### src/rtl/segre_pipeline_ctrl.sv
// Hazard/stall controller for the Segre 5-stage pipeline (Mealy outputs, 3-state FSM).
// Define SEGRE_PIPE_PERF_EN to enable the saturating stall/flush performance counters.
module segre_pipeline_ctrl #(
  parameter int WORD_SIZE       = 32,
  parameter int REG_SIZE        = 5,
  parameter int LU_STALL_CYCLES = 1
) (
  input  logic                 clk_i,
  input  logic                 rst_i,
  input  logic                 id_valid_i,
  input  logic [REG_SIZE-1:0]  id_rs1_i,
  input  logic [REG_SIZE-1:0]  id_rs2_i,
  input  logic                 id_use_rs1_i,
  input  logic                 id_use_rs2_i,
  input  logic                 ex_memop_rd_i,
  input  logic                 ex_rf_we_i,
  input  logic [REG_SIZE-1:0]  ex_rf_waddr_i,
  input  logic                 br_taken_i,
  input  logic                 if_ready_i,
  input  logic                 mem_req_i,
  input  logic                 mem_ready_i,
  output logic                 stall_if_o,
  output logic                 bubble_id_o,
  output logic                 stall_id_o,
  output logic                 bubble_ex_o,
  output logic                 stall_ex_o,
  output logic                 stall_mem_o,
  output logic [1:0]           ctrl_state_o,
  output logic [WORD_SIZE-1:0] stall_cnt_o,
  output logic [WORD_SIZE-1:0] flush_cnt_o
);

  typedef enum logic [1:0] {
    RUN      = 2'd0,
    LU_STALL = 2'd1,
    MEM_WAIT = 2'd2
  } state_t;

  localparam logic [2:0] LU_LOAD = 3'(LU_STALL_CYCLES - 1);

  state_t     state_reg, state_next;
  logic [2:0] cnt_reg, cnt_next;

  logic mem_wait, lu_hazard;
  logic rs1_hit, rs2_hit;

  // Outputs and transition as they would be if the controller were in RUN
  logic   run_stall_if, run_bubble_id, run_bubble_ex, run_stall_all;
  state_t run_state;
  logic [2:0] run_cnt;

  logic stall_if_c, bubble_id_c, bubble_ex_c, stall_all_c;

  assign mem_wait  = mem_req_i & ~mem_ready_i;
  assign rs1_hit   = id_use_rs1_i & (id_rs1_i == ex_rf_waddr_i);
  assign rs2_hit   = id_use_rs2_i & (id_rs2_i == ex_rf_waddr_i);
  assign lu_hazard = id_valid_i & ex_memop_rd_i & ex_rf_we_i &
                     (ex_rf_waddr_i != '0) & (rs1_hit | rs2_hit);

  always_comb begin
    run_stall_if  = 1'b0;
    run_bubble_id = 1'b0;
    run_bubble_ex = 1'b0;
    run_stall_all = 1'b0;
    run_state     = RUN;
    run_cnt       = cnt_reg;
    if (mem_wait) begin
      run_stall_all = 1'b1;
      run_state     = MEM_WAIT;
    end else if (br_taken_i) begin
      // Wrong-path ID instruction: any concurrent load-use hazard is moot
      run_bubble_id = 1'b1;
      run_bubble_ex = 1'b1;
      run_cnt       = 3'd0;
    end else if (lu_hazard) begin
      run_stall_if  = 1'b1;
      run_bubble_ex = 1'b1;
      if (LU_STALL_CYCLES > 1) begin
        run_state = LU_STALL;
        run_cnt   = LU_LOAD;
      end else begin
        run_cnt = 3'd0;
      end
    end else if (!if_ready_i) begin
      run_stall_if  = 1'b1;
      run_bubble_id = 1'b1;
    end
  end

  always_comb begin
    stall_if_c  = 1'b0;
    bubble_id_c = 1'b0;
    bubble_ex_c = 1'b0;
    stall_all_c = 1'b0;
    state_next  = state_reg;
    cnt_next    = cnt_reg;
    case (state_reg)
      RUN: begin
        stall_if_c  = run_stall_if;
        bubble_id_c = run_bubble_id;
        bubble_ex_c = run_bubble_ex;
        stall_all_c = run_stall_all;
        state_next  = run_state;
        cnt_next    = run_cnt;
      end
      LU_STALL: begin
        if (mem_wait) begin
          // The held cycle still counts as one of the load-use stall cycles
          stall_all_c = 1'b1;
          state_next  = MEM_WAIT;
          cnt_next    = (cnt_reg != 3'd0) ? cnt_reg - 3'd1 : 3'd0;
        end else if (br_taken_i) begin
          bubble_id_c = 1'b1;
          bubble_ex_c = 1'b1;
          state_next  = RUN;
          cnt_next    = 3'd0;
        end else begin
          stall_if_c  = 1'b1;
          bubble_ex_c = 1'b1;
          if (cnt_reg <= 3'd1) begin
            state_next = RUN;
            cnt_next   = 3'd0;
          end else begin
            cnt_next = cnt_reg - 3'd1;
          end
        end
      end
      MEM_WAIT: begin
        if (mem_wait) begin
          stall_all_c = 1'b1;
        end else begin
          stall_if_c  = run_stall_if;
          bubble_id_c = run_bubble_id;
          bubble_ex_c = run_bubble_ex;
          if (br_taken_i || lu_hazard) begin
            state_next = run_state;
            cnt_next   = run_cnt;
          end else begin
            state_next = (cnt_reg != 3'd0) ? LU_STALL : RUN;
          end
        end
      end
      default: begin
        state_next = RUN;
        cnt_next   = 3'd0;
      end
    endcase
  end

  always_ff @(posedge clk_i) begin
    if (rst_i) begin
      state_reg <= RUN;
      cnt_reg   <= 3'd0;
    end else begin
      state_reg <= state_next;
      cnt_reg   <= cnt_next;
    end
  end

  assign stall_if_o   = ~rst_i & (stall_if_c | stall_all_c);
  assign bubble_id_o  = ~rst_i & bubble_id_c;
  assign stall_id_o   = ~rst_i & stall_all_c;
  assign bubble_ex_o  = ~rst_i & bubble_ex_c;
  assign stall_ex_o   = ~rst_i & stall_all_c;
  assign stall_mem_o  = ~rst_i & stall_all_c;
  assign ctrl_state_o = rst_i ? 2'd0 : state_reg;

`ifdef SEGRE_PIPE_PERF_EN
  logic [WORD_SIZE-1:0] stall_cnt_reg, flush_cnt_reg;
  logic                 flush_acted;

  // Only a branch flush drives both bubbles in the same cycle
  assign flush_acted = bubble_id_o & bubble_ex_o;

  always_ff @(posedge clk_i) begin
    if (rst_i) begin
      stall_cnt_reg <= '0;
      flush_cnt_reg <= '0;
    end else begin
      if (stall_if_o && !(&stall_cnt_reg)) stall_cnt_reg <= stall_cnt_reg + 1'b1;
      if (flush_acted && !(&flush_cnt_reg)) flush_cnt_reg <= flush_cnt_reg + 1'b1;
    end
  end

  assign stall_cnt_o = stall_cnt_reg;
  assign flush_cnt_o = flush_cnt_reg;
`else
  assign stall_cnt_o = '0;
  assign flush_cnt_o = '0;
`endif

endmodule
### config.mk
export PLATFORM = sky130hd
export DESIGN_NAME = segre_pipeline_ctrl
export DESIGN_NICKNAME = d
export VERILOG_FILES = /design/src/rtl/segre_pipeline_ctrl.sv
export SDC_FILE = /design/constraint.sdc
export NUM_CORES = 1
export LEC_CHECK = 0
export BUFFER_PORTS_ARGS = -buffer_cell sky130_fd_sc_hd__buf_4
export CORE_AREA = 2 2 62 64
export DETAILED_ROUTE_END_ITERATION = 16
export DIE_AREA = 0 0 64 66
export PLACE_DENSITY_LB_ADDON = 0.12
export SLEW_MARGIN = 25
export SYNTH_ARGS = -nofsm -noshare
export SYNTH_HDL_FRONTEND = slang
export SYNTH_SLANG_ARGS = --single-unit
### constraint.sdc
create_clock -name clk_i -period 2.05 [get_ports clk_i]
set_clock_uncertainty 0.05 [all_clocks]
set_input_delay 0.205 -clock clk_i [delete_from_list [all_inputs] [get_ports clk_i]]
set_output_delay 0.205 -clock clk_i [all_outputs]
set_load 0.05 [all_outputs]
==> results of run 1 <==
==> synthesized netlist by cell type, types with 2 or more instances <==
cell type | n | share of area [%]
and2_1 | 2 | 1.2
nor4_1 | 2 | 1.2
xnor2_1 | 2 | 1.7
buf_4 | 66 | 48
o2111ai_1 | 2 | 1.7
nand2b_1 | 3 | 1.8
a21oi_1 | 2 | 0.97
o311a_1 | 2 | 1.9
ha_1 | 3 | 3.6
dfxtp_1 | 5 | 9.7
nor2_1 | 4 | 1.5
inv_1 | 6 | 2.2
o21ai_0 | 2 | 0.97
nor2b_1 | 2 | 1.2
nand2_1 | 5 | 1.8
xor2_1 | 8 | 6.8
==> cell families (layout without fill, tap and decap cells) <==
logic type	count (synthesis)	after routing	share of synthesized area [%]
xor gates and xnor gates	10	10	8.51
buffers and inverters	72	43	50.3
DFF	5	5	9.72
other	1	64	0.364
muxes	1	1	0.972
adders and majority gates	3	3	3.65
and+or+nand+nor	23	23	12.3
AOI/OAI and AO/OA	17	17	14.2
==> cell type report <==
class	count	area, µm²
clock buffers	4	26.3
flip-flops and latches	5	100
multi-input cells	118	652
repair buffers	33	248
inverters	6	22.5
well taps	48	60.1
fillers	400	2440
==> layer usage <==
metal / up-vias / part of all wire, % / wire (µm)
met4: 0 / 0.69 / 13
met2: 63 / 45 / 855
li1: 375 / - / -
met3: 2 / 15 / 278
met5: - / 0 / 0
met1: 346 / 39 / 748
==> worst max-delay path: cells and delay by family <==
kind | cells | cell delay, ns
simple gates | 2 | 0.62
buf+inv | 2 | 0.31
compound gates | 2 | 0.55
==> worst paths after layout <==
check,cells after the start,endpoint,slack (ns)
max reg2reg,5,cnt_reg[2],0.47
max,6,bubble_ex_o,0.1
min reg2reg,1,cnt_reg[0],0.46
min,2,state_reg[0],0.12
==> stage by stage <==
| stage | hold WS, ns | power, mW |
|---|---|---|
| 5_1_grt | 0.109 | 0.622 |
| 6_report | 0.122 | 0.587 |
| 2_1_floorplan | 0.233 | 0.512 |
| 4_1_cts | 0.112 | 0.591 |
| 3_5_place_dp | 0.362 | 0.478 |
| 3_3_place_gp | 0.364 | 0.479 |
==> power groups by stage <==
stage | sequential (mW) | clock [mW] | combinational (mW)
4_1_cts | 0.0993 | 0.114 | 0.378
5_1_grt | 0.0992 | 0.128 | 0.395
3_3_place_gp | 0.101 | 0 | 0.378
3_5_place_dp | 0.101 | 0 | 0.377
6_report | 0.0994 | 0.109 | 0.379
2_1_floorplan | 0.101 | 0 | 0.411
==> layout by cell type, fill, tap and decap left out, types with 3 or more instances in the layout <==
master     n
dfxtp_1    5
nand2b_1   3
nor2_1     4
xor2_1     8
inv_1      6
ha_1       3
nand2_1    5
conb_1    64
buf_4     33
clkbuf_4   3
==> metrics.yaml, run 1 <==
status: "complete, no violations"
ys_warn_count: 0
critical_path.startpoint: "ex_rf_waddr_i[2]"
pwr-share-seq_pct: 16.9
critPathSlowestCell: "or4_4"
place_congestion: 0.865
p_leak_nw: 0.599
track_usage_pct: 8.59
worst_path_most_repeated_cell: "buf_4"
crit_required_ns: 1.79
ant_nets: 0
netlist_instances: 132
largest_reg_flops: 3
antenna_found_initial: 0
rsz0062_at_grt: "false"
clk_pin_slew_ns: 0.04
core_um2: 3550
p_comb_share_pct: 64.6
cts_buffer_depth: 2
vias_per_cell: 3.67
irDropWorstVdd_v: 0.000191
p_switching_mw: 0.357
synth_seq_area_share_pct: 9.72
arrival_ns: 1.70
final_util_pct: 31.2
cts_inserted_buffers: 3
grt_pass1_wl_um: 2850
pre_cts_ws_ns: 0.0977
layout-drive-gt1-share_pct: 24.1
grt_start_max_net_pins: 8
fin_crit_sh_pct: 95.2
maxCapViolCount: 0
setup_slack_ns: 0.0992
clock_sinks: 5
synth_area_um2: 1030
fin_setup_tns_ns: 0
synth-seq-cells: 5
start_util_pct: 29.0
dp_hpwl_um: 1680
root_buffer: "clkbuf_4"
yosys.cell_types.count: 32
period_minus_slack_ns: 1.95
met1_usage_pct: 9.93
clkLatencyLatePin_ns: 0.24
rr_startpoint: "state_reg[0]"
wl_per_cell_um: 8.86
area_growth_syn_to_layout_pct: 7.65
synth_edf_count: 0
fp.dieH_um: 66
criticalPathCategory: "in -> out"
n_antenna_cell: 0
synthesis.area_per_instance_um2: 7.80
die_x_um: 64
holdBufCountCts: 0
fmax_mhz: 513
postLayoutCellArea_um2: 1110
swShare_pct: 60.7
cts_tree: "yes"
die_area_um2: 4220
hp-class: "in -> reg"
internal_power_mw: 0.231
fin_nets: 196
critPathCaptureType: "primary output"
io_pins: 98
gr-max-usage-layer: "met2"
htree_levels: 1
startpoint_type: "primary input"
grt_pass1_vias: 642
initialDrtViolationCount: 16
fp-row-count: 22
hold_viol: 0
crit_chain: "buf_4 -> or4_4 -> o2111ai_4 -> nor2_2 -> o311a_1 -> buf_4"
finalSetupViolations: 0
post_dp_cell_area_um2: 1080
gr-total-overflow: 0
cp_max_fo: 4
hold_path.startpoint: "br_taken_i"
power_density_nw_per_um2: 530
instances_no_fill: 214
cpPeakStageDelay_ns: 0.54
drtPass1Iterations: 3
drt_wl_total_um: 1900
ys.flop_type: "dfxtp_1"
async_flop_share_pct: 0
drc: 0
p_clk_share_pct: 18.5
port_buffers: 33
dpl.cell_count: 210
gr-usage-met3_pct: 4.26
grt_util_met2_pct: 13.4
cts_setup_buffers: 0
slew_viol_final: 0
cts_resized: 0
vias: 786
(Power assumes the default switching activity.)
==> run 2: changes to the inputs <==
--- a/config.mk
+++ b/config.mk
@@ -5,10 +5,11 @@
 export SDC_FILE = /design/constraint.sdc
 export NUM_CORES = 1
 export LEC_CHECK = 0
+export ABC_AREA = 1
 export BUFFER_PORTS_ARGS = -buffer_cell sky130_fd_sc_hd__buf_4
-export CORE_AREA = 2 2 62 64
+export CORE_AREA = 2 2 64 66
 export DETAILED_ROUTE_END_ITERATION = 16
-export DIE_AREA = 0 0 64 66
+export DIE_AREA = 0 0 66 68
 export PLACE_DENSITY_LB_ADDON = 0.12
 export SLEW_MARGIN = 25
 export SYNTH_ARGS = -nofsm -noshare
==> metrics.yaml, run 2 <==
drtPass1Iterations: 4
core_um2: 3860
synth_seq_area_share_pct: 9.02
post_dp_cell_area_um2: 1150
synth_edf_count: 0
synth_top_family_by_area: "buffers and inverters"
fmax_mhz: 647
final-seq-area_um2: 100
synth-seq-cells: 5
vias_per_cell: 3.41
initialDrtViolationCount: 39
drt_wl_total_um: 1960
finalSetupViolations: 0
clock_sinks: 5
dp_hpwl_um: 1740
crit_required_ns: 2.16
period_minus_slack_ns: 1.55
drc: 0
final_common_cell: "conb_1"
power_density_nw_per_um2: 555
wl_per_cell_um: 7.32
fp.dieH_um: 68
critPathTopFamily: "simple AND/OR/NAND/NOR gates"
synth.area.top_cells: "buf_4 45%, nand2_1 15%, dfxtp_1 9.0%, inv_1 8.8%, nor2_1 5.7%"
fin_nets: 248
critPathSlowestCell: "dfxtp_1"
final_util_pct: 31.0
setup_slack_ns: 0.503
crit_chain: "inv_1 -> ha_1 -> o21ai_0 -> nand3b_1 -> o21ai_2 -> nand2_1 -> or2_1 -> a21oi_2"
p_total_mw: 0.663
cts_tree: "yes"
fin_setup_tns_ns: 0
cts_inserted_buffers: 3
hp-class: "in -> reg"
critPathCaptureType: "flip-flop"
ant_nets: 0
criticalPathCategory: "reg -> reg"
async_flop_share_pct: 0
mostFrequentLayoutCells: "64 x conb_1, 43 x nand2_1, 33 x buf_4, 26 x inv_1, 17 x nor2_1"
fin_crit_sh_pct: 75.4
synth_compound_area_share_pct: 5.07
clkLatencyLatePin_ns: 0.22
io_pins: 98
die_x_um: 66
slew_viol_final: 0
fin_hold_ws_ns: 0.139
yosys.cell_types.count: 19
cts_buffer_depth: 2
synthesis.area_per_instance_um2: 6.00
place_congestion: 0.729
cts_setup_buffers: 0
grt_start_max_net_pins: 9
ys.flop_type: "dfxtp_1"
antenna_found_initial: 0
holdBufCountCts: 0
p_leak_nw: 0.759
die_area_um2: 4490
dpl.cell_count: 264
irDropWorstVdd_v: 0.000333
grt_pass1_wl_um: 2770
instances_no_fill: 268
grt_pass1_vias: 710
start_util_pct: 28.8
muxShareOfSynthArea_pct: 0
n_antenna_cell: 0
cp_max_fo: 3
postLayoutCellArea_um2: 1190
startpoint_type: "flip-flop"
clk_pin_slew_ns: 0.04
ys_warn_count: 0
yosysMostFrequentCell: "buf_4"
yosys.area_share.simple_pct: 26.9
arrival_ns: 1.65
worst-path-buf-inv: 1
cts_resized: 0
nFillCells: 464
root_buffer: "clkbuf_8"
vias: 913
track_usage_pct: 7.89
htree_levels: 1
layout-drive-gt1-share_pct: 17.4
cpPeakStageDelay_ns: 0.34
status: "complete, no violations"
synthAdderAreaFrac_pct: 3.38
synth_top_cell_by_area: "buf_4"
synth_xor_area_share_pct: 0.789
maxCapViolCount: 0
fp-row-count: 23
area_growth_syn_to_layout_pct: 7.67
netlist_instances: 185
synth_top_area_share_pct: 44.6
multi_input_area_um2: 642
hold_viol: 0
pre_cts_ws_ns: 0.474
gr-total-overflow: 0
rsz0062_at_grt: "false"
port_buffers: 33
largest_reg_flops: 3
ys_top_cells_by_count: "66 x buf_4, 43 x nand2_1, 26 x inv_1"
synth_area_um2: 1110
[run 2: layout make-up]
type                    instances  area share (%)
multi-input cells             150            53.7
repair buffers                 33            20.7
flip-flops and latches          5            8.38
inverters                      26            8.17
well taps                      50            5.24
clock buffers                   4            3.77
[run 2: worst reg2reg max path: stages (launching register included)]
cell	delay [ns]
dfxtp_1	0.34
inv_1	0.08
ha_1	0.17
o21ai_0	0.17
nand3b_1	0.13
o21ai_2	0.10
nand2_1	0.09
or2_1	0.23
a21oi_2	0.12
[run 2: path summary, 6_finish.rpt]
check	from	endpoint	slack (ns)	depth (start not counted)
setup / recovery	cnt_reg[1]	cnt_reg[1]	0.50	8
hold reg to reg	cnt_reg[2]	cnt_reg[2]	0.43	2
hold / removal	rst_i	cnt_reg[1]	0.14	2
setup reg to reg	cnt_reg[1]	cnt_reg[1]	0.50	8
[run 2: power breakdown]
| group | total, mW | internal [mW] | switching [mW] | leakage (nW) |
|---|---|---|---|---|
| Combinational | 0.382 | 0.0562 | 0.326 | 0.696 |
| Sequential | 0.0993 | 0.0987 | 0.000598 | 0.0404 |
| Clock | 0.182 | 0.133 | 0.0485 | 0.0228 |
[run 2: kinds of logic (layout without fill, tap and decap cells)]
logic type      after synthesis  count (layout)
compound gates                9               9
xor+xnor                      1               1
fa+ha+maj                     3               3
buf+inv                      93              63
flops                         5               5
other cells                   1              64
simple gates                 73              73
[run 2: layer usage]
layer / share of wire (%) / track usage (%)
met1: 44 / 9.83
met3: 13 / 1.97
met5: 0 / 0
met4: 1.1 / 3.83
met2: 42 / 12.8
